===== src/rtl/ps2_scancode_rx.sv =====
// PS/2 keyboard receiver: conditions raw clock/data, deserialises frames, strips Set-2 prefixes
// and emits one make/break event per key. Optional macro PS2_TYPEMATIC_FILTER_EN drops repeated makes.
module ps2_scancode_rx #(
    parameter int          FILT_LEN = 8,
    parameter logic [15:0] TIMEOUT  = 16'd50000
) (
    input  logic       clk_sys,
    input  logic       reset,
    input  logic       ps2_clk,
    input  logic       ps2_data,
    output logic       key_strobe,
    output logic       key_pressed,
    output logic       key_extended,
    output logic [7:0] key_code,
    output logic       rx_error
);
    localparam int FW = $clog2(FILT_LEN) + 1;

    typedef enum logic [2:0] {IDLE, DATA, PARITY, STOP, DECODE} state_t;
    state_t state, state_nx;

    logic [1:0]         clk_sync, data_sync;
    logic [1:0]         raw, filt;
    logic [1:0][FW-1:0] fcnt;
    logic               clk_prev, fall;
    logic               pend, pend_bit;
    logic               edge_ev, samp;
    logic [15:0]        tcnt;
    logic               active, tmo, fin;
    logic [2:0]         bcnt, skip;
    logic [7:0]         sr;
    logic               par_ok, ext, brk, is_resp, suppress;

    // Index 0 is the clock, index 1 the data line.
    assign raw = {data_sync[1], clk_sync[1]};

    always_ff @(posedge clk_sys) begin
        if (reset) begin
            clk_sync  <= 2'b11;
            data_sync <= 2'b11;
            filt      <= 2'b11;
            fcnt      <= '0;
            clk_prev  <= 1'b1;
        end else begin
            clk_sync  <= {clk_sync[0], ps2_clk};
            data_sync <= {data_sync[0], ps2_data};
            clk_prev  <= filt[0];
            for (int i = 0; i < 2; i++) begin
                if (raw[i] == filt[i]) begin
                    fcnt[i] <= '0;
                end else if (fcnt[i] == FW'(FILT_LEN - 1)) begin
                    filt[i] <= raw[i];
                    fcnt[i] <= '0;
                end else begin
                    fcnt[i] <= fcnt[i] + 1'b1;
                end
            end
        end
    end

    assign fall = clk_prev & ~filt[0];
    // An edge seen while in DECODE is replayed in the following IDLE cycle.
    assign edge_ev = fall | pend;
    assign samp    = pend ? pend_bit : filt[1];
    assign active  = (state == DATA) || (state == PARITY) || (state == STOP);
    assign tmo     = active && !edge_ev && (tcnt == TIMEOUT - 16'd1);
    assign fin     = (state == STOP) && edge_ev;
    assign is_resp = (sr == 8'hAA) || (sr == 8'hFA) || (sr == 8'hEE) || (sr == 8'hFE) ||
                     (sr == 8'hFC) || (sr == 8'h00) || (sr == 8'hFF);

`ifdef PS2_TYPEMATIC_FILTER_EN
    logic       held;
    logic [8:0] last_make;
    assign suppress = !brk && held && (last_make == {ext, sr});
`else
    assign suppress = 1'b0;
`endif

    always_ff @(posedge clk_sys) begin
        if (reset) state <= IDLE;
        else       state <= state_nx;
    end

    always_comb begin
        state_nx = state;
        case (state)
            IDLE:    if (edge_ev && !samp) state_nx = DATA;
            DATA:    if (edge_ev && bcnt == 3'd7) state_nx = PARITY;
            PARITY:  if (edge_ev) state_nx = STOP;
            STOP:    if (edge_ev) state_nx = DECODE;
            DECODE:  state_nx = IDLE;
            default: state_nx = IDLE;
        endcase
        if (tmo) state_nx = IDLE;
    end

    always_ff @(posedge clk_sys) begin
        if (reset) begin
            key_strobe   <= 1'b0;
            key_pressed  <= 1'b0;
            key_extended <= 1'b0;
            key_code     <= 8'h00;
            rx_error     <= 1'b0;
            pend         <= 1'b0;
            pend_bit     <= 1'b1;
            tcnt         <= '0;
            bcnt         <= '0;
            sr           <= '0;
            par_ok       <= 1'b0;
            ext          <= 1'b0;
            brk          <= 1'b0;
            skip         <= '0;
`ifdef PS2_TYPEMATIC_FILTER_EN
            held         <= 1'b0;
            last_make    <= '0;
`endif
        end else begin
            key_strobe <= 1'b0;
            rx_error   <= 1'b0;
            pend       <= (state == DECODE) && fall;
            pend_bit   <= filt[1];

            if (!active || edge_ev || tmo) tcnt <= '0;
            else                           tcnt <= tcnt + 16'd1;

            if (state == IDLE) bcnt <= '0;
            else if (state == DATA && edge_ev) begin
                bcnt <= bcnt + 3'd1;
                sr   <= {samp, sr[7:1]};
            end

            if (state == PARITY && edge_ev) par_ok <= ^{samp, sr};

            if (tmo) begin
                rx_error <= 1'b1;
                ext      <= 1'b0;
                brk      <= 1'b0;
            end

            if (fin) begin
                if (!(par_ok && samp)) begin
                    rx_error <= 1'b1;
                    ext      <= 1'b0;
                    brk      <= 1'b0;
                end else if (skip != 3'd0) begin
                    skip <= skip - 3'd1;
                end else if (sr == 8'hE1) begin
                    skip <= 3'd7;         // rest of the Pause sequence carries no keys
                end else if (sr == 8'hE0) begin
                    ext <= 1'b1;
                end else if (sr == 8'hF0) begin
                    brk <= 1'b1;
                end else if (!is_resp) begin
                    ext <= 1'b0;
                    brk <= 1'b0;
                    if (!suppress) begin
                        key_strobe   <= 1'b1;
                        key_code     <= sr;
                        key_pressed  <= ~brk;
                        key_extended <= ext;
                    end
`ifdef PS2_TYPEMATIC_FILTER_EN
                    if (!brk) begin
                        last_make <= {ext, sr};
                        held      <= 1'b1;
                    end else if (last_make == {ext, sr}) begin
                        held      <= 1'b0;
                    end
`endif
                end
            end
        end
    end
endmodule


===== config.mk =====
export PLATFORM = sky130hd
export DESIGN_NAME = ps2_scancode_rx
export DESIGN_NICKNAME = d
export VERILOG_FILES = /design/src/rtl/ps2_scancode_rx.sv
export SDC_FILE = /design/constraint.sdc
export NUM_CORES = 1
export LEC_CHECK = 0
export ABC_CLOCK_PERIOD_IN_PS = 2100
export BUFFER_PORTS_ARGS = -buffer_cell sky130_fd_sc_hd__buf_2
export CAP_MARGIN = 20
export CORE_MARGIN = 4
export CORE_UTILIZATION = 50
export CTS_CLUSTER_SIZE = 28
export DETAILED_ROUTE_END_ITERATION = 10
export HOLD_SLACK_MARGIN = 0.06
export MAX_ROUTING_LAYER = met4
export PLACE_DENSITY = 0.78
export SLEW_MARGIN = 10
export SYNTH_ARGS = -nofsm -noshare
export SYNTH_HDL_FRONTEND = slang
export SYNTH_SLANG_ARGS = --single-unit

===== constraint.sdc =====
create_clock -name clk_sys -period 2.1 [get_ports clk_sys]
set_clock_uncertainty 0.05 [all_clocks]
set_input_delay 0.105 -clock clk_sys [delete_from_list [all_inputs] [get_ports clk_sys]]
set_output_delay 0.105 -clock clk_sys [all_outputs]
set_load 0.01 [all_outputs]

# Yosys cells after proc, flatten, opt, wreduce, memory -nomap -nowiden
# Index checks and enable logic that the tools add are counted.
# op_classes
n_mux,28
n_mul,0
shifts,0
order_cmp,0
div,0
n_bitwise,14
n_reduce_logical,39
addsub,5
n_eq_ne,23
# ops
operator,n
"equality test 8 bit, second input constant",9
2-to-1 mux 1 bit,21
2-to-1 mux 3 bit,6
"adder 16 x 1 -> 16 bit, second input constant",1
"equality test 16 bit, second input constant",1
inverter 1 bit,12
one-hot mux 3 bit (4 select lines),1
logical OR 1 bit,10
logical AND 1 bit,9
parity 9 bit,1
"adder 4 x 1 -> 4 bit, second input constant",2
"equality test 4 x 3 -> 1 bit, second input constant",2
zero test 8 bit,1
AND reduction 7 bit,1
OR reduction 7 bit,1
"equality test 3 x 2 -> 1 bit, second input constant",2
"equality test 3 bit, second input constant",2
"!= test 2 bit, second input constant",3
AND reduction 2 bit,3
OR reduction 2 bit,3
OR reduction 3 bit,2
AND reduction 4 bit,1
"adder 3 x 1 -> 3 bit, second input constant",1
"equality test 3 x 1 -> 1 bit, second input constant",1
10 further kinds,13
# word_totals
mem_bits_ro,0
out_inout_bits,12
mem_bits_rw,0
latch_bits,0
mem_count,0
input_bits,4
elab_cells,131
ff_bits,65

# Logic depth before layout (Yosys ltp)
# Gate-level depths: netlist (run 1).
# depth
depth_word,14
depth_mapped,8
ltp_nobuf,7

# Least setup slack after synthesis (run 1)
# No wires, ideal clock.
# synth_timing
kind,flip-flop to flip-flop
from,register sr[4]
to,register key_pressed
setup_ns,0.088
path_slack_ns,0.117
stages_incl_launch_ff,9
path_buffers,1
arrival_time_ns,1.845
synth_period_minus_slack_ns,1.983
t_required_ns,1.962
cell_sequence,dfxtp_1 inv_1 ha_1 o2111ai_2 nand2_1 a2111oi_4 buf_6 a21oi_2 a311oi_2
# synth_via
elab_chain_len,9
elab_cells_between_ends,21
classes_between,eq/ne (9); bitwise (4); reduce/logical (8)
# synth_lines
element,line,text
"start, declared",31,logic [7:0] sr;
"start signal, assigned",129,"sr <= {samp, sr[7:1]};"
equality test 8 bit,68,assign is_resp = (sr == 8'hAA) || (sr == 8'hFA) || (sr == 8'hEE) || (sr == 8'hFE) ||
logical OR 1 bit (4 in series),68,
logical OR 1 bit (2 in series),69,(sr == 8'hFC) || (sr == 8'h00) || (sr == 8'hFF);
inverter 1 bit (no source line),--,
AND reduction 7 bit (no source line) (*),--,
"end signal, assigned",159,key_pressed <= ~brk;
"end, declared",12,"output logic key_pressed,"
# Mark *: on every way between the ends. The rest lies on a longest branch, timed or not.
# A chain may end at the register's enable or synchronous reset.

# Worst setup path in the final report (run 1)
# layout_timing
from,register sr[2]
to,register key_pressed
# The elaborated chain is that of the path after synthesis.

==> results of run 1 <==
[worst register-to-register path: cells and delay by family (launching register included)]
kind,cells,cell delay [ns]
AOI/OAI and AO/OA,5,1.04
buffers and inverters,2,0.27
DFF,1,0.35
adders and majority gates,1,0.23
[worst paths after layout]
check / slack [ns] / start / depth (start not counted) / end
setup / recovery: 0.08 / sr[2] / 8 / key_pressed
hold / removal: 0.25 / reset / 2 / sr[1]
setup reg to reg: 0.08 / sr[2] / 8 / key_pressed
hold reg to reg: 0.37 / data_sync[0] / 1 / data_sync[1]
[cell families (layout without fill, tap and decap cells)]
group,count (synthesis),in the layout,synth area share [%]
xor gates and xnor gates,25,25,7.20
buffers and inverters,30,59,4.57
and+or+nand+nor,127,127,21.4
AOI/OAI and AO/OA,54,54,13.9
adders and majority gates,20,20,8.23
muxes,6,6,2.02
DFF,65,65,42.8
[timing repair]
item                                    in CTS  in global routing
hold buffers                                 2                  0
endpoints found under the setup margin       0                 11
hold endpoints to repair                     2                  0
setup buffers                                0                  2
gates resized for setup                      0                 14
[registers in the layout, indices dropped and copies added, names as in the netlist, 2 cells and up]
name / cells
fcnt: 8
tcnt: 16
clk_sync: 2
skip: 3
sr: 8
key_code: 8
data_sync: 2
filt: 2
state: 3
bcnt: 3
[metal layers]
layer	vias to the layer above	track usage, %
met1	1041	19.3
met4	0	6.33
met2	29	25.2
met5	-	-
li1	1167	-
met3	10	6.24
[power by group]
part	internal, W	switching, W	leakage, nW
clock	0.000704	0.000487	0.113
sequential	0.00124	0.00000253	0.527
combinational	0.0000106	0.0000161	0.686
total	0.00195	0.000505	1.33
[cell usage in the layout, fill, tap and decap left out, types with 2 or more instances in the layout]
| master | n |
|---|---|
| a211oi_1 | 4 |
| a21bo_2 | 9 |
| a21oi_1 | 20 |
| a21oi_2 | 2 |
| a311oi_1 | 2 |
| and3_1 | 7 |
| and4_1 | 3 |
| buf_2 | 15 |
| buf_4 | 9 |
| buf_6 | 2 |
| bufinv_16 | 2 |
| clkbuf_8 | 10 |
| dfxtp_1 | 61 |
| dfxtp_2 | 4 |
| dlygate4sd3_1 | 2 |
| ha_1 | 18 |
| ha_2 | 2 |
| inv_1 | 15 |
| mux2i_1 | 5 |
| nand2_1 | 8 |
| nand2b_1 | 6 |
| nand3_1 | 18 |
| nand3b_1 | 4 |
| nand4_1 | 6 |
| nor2_1 | 48 |
| nor2b_1 | 2 |
| nor3_1 | 8 |
| o2111ai_2 | 2 |
| o21ai_0 | 2 |
| o22ai_1 | 2 |
| or2_2 | 8 |
| xnor2_1 | 13 |
| xor2_1 | 12 |
[metrics by stage]
stage	hold WS [ns]	instances	cell area (µm²)	setup slack [ns]	TNS (ns)
finish	0.252	431	3500	0.0807	0
global route	0.281	431	3500	-0.0194	-0.0575
CTS	0.235	428	3440	0.0350	0
detailed placement	0.242	410	3190	0.0466	0
global placement	0.242	410	3190	0.108	0
floorplan	0.159	327	3040	0.117	0
[layout make-up]
cell class,count,area [µm²]
Fill cell,497,2420
Multi-Input combinational cell,232,1630
Sequential cell,65,1310
Timing Repair Buffer,28,185
Clock buffer,10,138
Tap cell,75,93.8
Clock inverter,6,90.1
Inverter,15,56.3
==> flow_metrics.py, run 1 <==
metrics = {
    "placement": {
        "routabilityCongestion": 0.796,
        "port_buffers": 15,
        "dp_hpwl_um": 3640,
    },
    "sta": {
        "max_freq_mhz": 495,
        "period_needed_ns": 2.02,
        "timing.final.hold_violations": 0,
        "worst_slew_margin_rel_pct": 53.6,
        "fin_crit_sh_pct": 96.2,
        "maxSlewViolCount": 0,
        "worst_slew_pin_slew_ns": 0.696,
        "finalSetupViolCount": 0,
    },
    "cts": {
        "clk_latency_ns": 0.34,
        "root_buffer": "clkbuf_8",
        "cts_tree": "built",
        "clk_pin_slew_ns": 0.07,
        "cts_buffer_depth": 2,
        "htreeDepth": 3,
        "numCtsBuffers": 9,
        "clock-sinks": 65,
    },
    "logic_synthesis": {
        "synth_top_area_share_pct": 42.8,
        "synthFlopType": "dfxtp_1",
        "synth_cells": 327,
        "synth_top_cell_by_area": "dfxtp_1",
        "synth_nets": 351,
        "async_reset_ff_share_pct": 0,
        "synth_commonest_cells": "dfxtp_1 (65), nor2_1 (48), a21oi_1 (21)",
        "post_synth.cell_area_avg_um2": 9.30,
        "yosys_warnings": 0,
        "synth_seq_cells": 65,
        "syn_area_um2": 3040,
        "synth_cell_type_count": 50,
        "synth_edf_count": 0,
        "yosysMostFrequentCell": "dfxtp_1",
        "yosysSeqAreaShare_pct": 42.8,
        "synth_area_leaders": "dfxtp_1 (43%), ha_1 (8.2%), nor2_1 (5.9%)",
    },
    "global_route": {
        "first_global_vias": 2198,
        "grt_overflow_total": 0,
        "grt_start_max_net_pins": 42,
        "antenna_found_initial": 0,
        "grt_pass1_wl_um": 9460,
        "grt_use_total_pct": 16.4,
    },
    "outcome": {
        "status": "completed",
    },
    "worst_setup_path": {
        "crit_family": "compound AO/OA/AOI/OAI gates",
        "crit_path_top_delay_cell": "a2111oi_4",
        "path_buf_inv": 2,
        "required_ns": 2.31,
        "cp_max_fo": 8,
        "critical_path.max_stage_delay_ns": 0.45,
        "cp-end-kind": "flop",
        "crit_arrival_ns": 2.23,
        "critPathLaunchType": "flop",
        "crit_chain": "inv_1, ha_1, o211ai_1, o21ai_2, a2111oi_4, buf_6, a21oi_2, a311oi_2",
        "critical_path_class": "reg -> reg",
    },
    "route": {
        "highest_layer": "met4",
        "drt-met1-wl_um": 2650,
        "dr.pass1.iters": 5,
        "wl_um": 5440,
        "wl_per_cell_um": 12.6,
        "wl_met3_um": 186,
        "drc": 0,
        "met2WireLength_um": 2530,
        "drt.antenna.violating_nets": 0,
        "drt_iter0_markers": 145,
        "via_per_inst": 5.21,
        "vias": 2247,
    },
    "finish": {
        "nNetsFinal": 375,
        "drive_gt1_share_pct": 22.2,
        "final_core_util_pct": 59.1,
        "diodes": 0,
        "area.growth.synth_to_final_pct": 15.0,
    },
    "run": {
        "maxCapViolations": 0,
    },
    "die": {
        "coreArea_um2": 5920,
        "die_area_um2": 7400,
        "initial_utilization_pct": 51.4,
        "rows": 28,
        "io_pins": 16,
        "die_w_um": 86.0,
        "die_h_um": 86.0,
    },
    "pwr": {
        "vdd_drop_max_uv": 574,
        "p_leak_nw": 1.33,
        "finalPower_w": 0.00246,
        "p_per_area_nw_per_um2": 702,
    },
    "min_path": {
        "hold_path.class": "in -> reg",
    },
}
(Power assumes the default switching activity.)
==> run 2, diff against run 1 <==
- CAP_MARGIN: 20 -> not set
- CORE_UTILIZATION: 50 -> 25
- PLACE_DENSITY: 0.78 -> 0.49
==> run 2 against run 1 <==
Effect of this change:
- cell count increased by 17%
- setup slack got worse by 0.0016 ns
- global-route usage decreased by 7.4 points
- total power increased by 18%
- sequential power about the same
- count of clock-buffer cells in the layout increased by 3
- largest cell class unchanged
- highest routed layer unchanged
==> flow_metrics.py, run 2 (synthesis results as in run 1) <==
metrics = {
    "worst_setup_path": {
        "crit_top_cell": "buf_4",
        "required_ns": 2.25,
        "crit_arrival_ns": 2.17,
        "r2r_start": "sr[4]",
        "crit_family": "compound AO/OA/AOI/OAI gates",
        "crit_path_top_delay_cell": "a2111oi_4",
        "cp_max_fo": 5,
        "crit_start": "sr[4]",
        "critical_path_class": "reg -> reg",
        "critical_path.max_stage_delay_ns": 0.43,
        "path_buf_inv": 4,
        "critPathLaunchType": "flop",
        "crit_chain": "inv_1, ha_2, buf_4, a41o_1, a2111oi_4, buf_4, buf_4, a311oi_2",
        "cp-end-kind": "flop",
    },
    "route": {
        "wl_um": 5660,
        "drt_iter0_markers": 100,
        "via_per_inst": 4.43,
        "drt.antenna.violating_nets": 0,
        "dr.pass1.iters": 6,
        "vias": 2230,
        "wl_per_cell_um": 11.3,
        "drc": 0,
    },
    "die": {
        "die_w_um": 118,
        "io_pins": 16,
        "rows": 40,
        "die_h_um": 118,
        "coreArea_um2": 12000,
        "die_area_um2": 14000,
        "initial_utilization_pct": 25.4,
    },
    "cts": {
        "root_buffer": "clkbuf_16",
        "clk_pin_slew_ns": 0.05,
        "clk_latency_ns": 0.33,
        "cts_buffer_depth": 2,
        "numCtsBuffers": 9,
        "cts_tree": "built",
        "htreeDepth": 3,
        "clock-sinks": 65,
    },
    "finish": {
        "area.growth.synth_to_final_pct": 21.1,
        "nNetsFinal": 376,
        "largest_register_ffs": 16,
        "layout_common_cells": "dfxtp_1 (61), nor2_1 (48), a21oi_1 (21)",
        "drive_gt1_share_pct": 20.2,
        "diodes": 0,
        "final_common_cell": "dfxtp_1",
        "top_register": "tcnt",
        "n_fill_cell": 1220,
    },
    "global_route": {
        "first_global_vias": 2171,
        "grt_overflow_total": 0,
        "antenna_found_initial": 0,
        "grt_pass1_wl_um": 9960,
        "grt_use_total_pct": 8.97,
        "grt_start_max_net_pins": 28,
    },
    "min_path": {
        "hold_path.class": "in -> reg",
        "hp-start": "reset",
    },
    "pwr": {
        "vdd_drop_max_uv": 303,
        "power.share.combinational_pct": 1.0,
        "switching_power_w": 0.000516,
        "internal_power_w": 0.00238,
        "p_leak_nw": 1.38,
        "switching_share_pct": 17.8,
        "p_per_area_nw_per_um2": 787,
        "seq_power_share_pct": 42.9,
        "p_clk_share_pct": 56.2,
    },
    "sta": {
        "finalSetupViolCount": 0,
        "worst_slew_margin_rel_pct": 58.1,
        "period_needed_ns": 2.02,
        "timing.final.hold_violations": 0,
        "max_freq_mhz": 495,
        "maxSlewViolCount": 0,
        "fin_ws_ns": 0.0791,
        "fin_crit_sh_pct": 96.2,
        "setup_tns_ns": 0,
        "worst_slew_pin_slew_ns": 0.628,
    },
    "run": {
        "maxCapViolations": 0,
    },
    "placement": {
        "port_buffers": 15,
        "dp_hpwl_um": 3950,
        "pre_cts_ws_ns": 0.00481,
        "routabilityCongestion": 0.811,
    },
    "outcome": {
        "status": "completed",
    },
}
==> run 2: final timing paths <==
kind	endpoint	slack [ns]	depth (start not counted)
max reg2reg	key_pressed	0.08	8
min	sr[6]	0.17	2
min reg2reg	clk_sync[1]	0.36	1
max	key_pressed	0.08	8
==> run 2: routing by layer <==
| metal | routed length [µm] | GRT usage (%) |
|---|---|---|
| met3 | 125 | 2.49 |
| met5 | 0 | - |
| met2 | 2640 | 13.9 |
| met4 | 127 | 5.13 |
| met1 | 2770 | 10.4 |
==> run 2: power by group through the flow <==
stage	Clock, W	Combinational (W)	Sequential (W)
after floorplan	0	0.0000176	0.00127
after global placement	0	0.0000256	0.00127
after detailed placement	0	0.0000263	0.00127
after CTS	0.00168	0.0000291	0.00124
after global routing	0.00173	0.0000319	0.00124
final	0.00163	0.0000282	0.00124
==> run 2: area by class of cell <==
cell class	instances	area (µm²)	area share [%]
Clock buffer	13	270	7.34
Clock inverter	2	60.1	1.63
Inverter	15	56.3	1.53
Multi-Input combinational cell	232	1600	43.6
Tap cell	147	184	4.99
Timing Repair Buffer	29	201	5.47
Sequential cell	65	1310	35.5
==> run 2: worst reg2reg max path, delay by kind of cell, from the launching register on <==
family | cells | cell delay [ns]
buffers and inverters | 4 | 0.55
AOI/OAI and AO/OA | 3 | 0.74
adders and majority gates | 1 | 0.21
DFF | 1 | 0.34
==> run 2: what timing repair did <==
action / CTS / global route
hold buffers: 2 / 0
resized for setup: 0 / 6
endpoints found under the setup margin: 1 / 13
pin swaps: 0 / 2
endpoints found under the hold margin: 2 / 0
setup buffers: 1 / 2
==> run 2: through the flow <==
| step | instances | power (W) | hold slack, ns | util, % | cell area [µm²] |
|---|---|---|---|---|---|
| after floorplan | 327 | 0.00128 | 0.159 | - | 3040 |
| after global placement | 483 | 0.00129 | 0.238 | 27.6 | 3300 |
| after detailed placement | 483 | 0.00129 | 0.241 | 27.6 | 3300 |
| after CTS | 501 | 0.00295 | 0.168 | 30.6 | 3660 |
| after global routing | 503 | 0.00301 | 0.220 | 30.8 | 3680 |
| final | 503 | 0.00290 | 0.173 | 30.8 | 3680 |
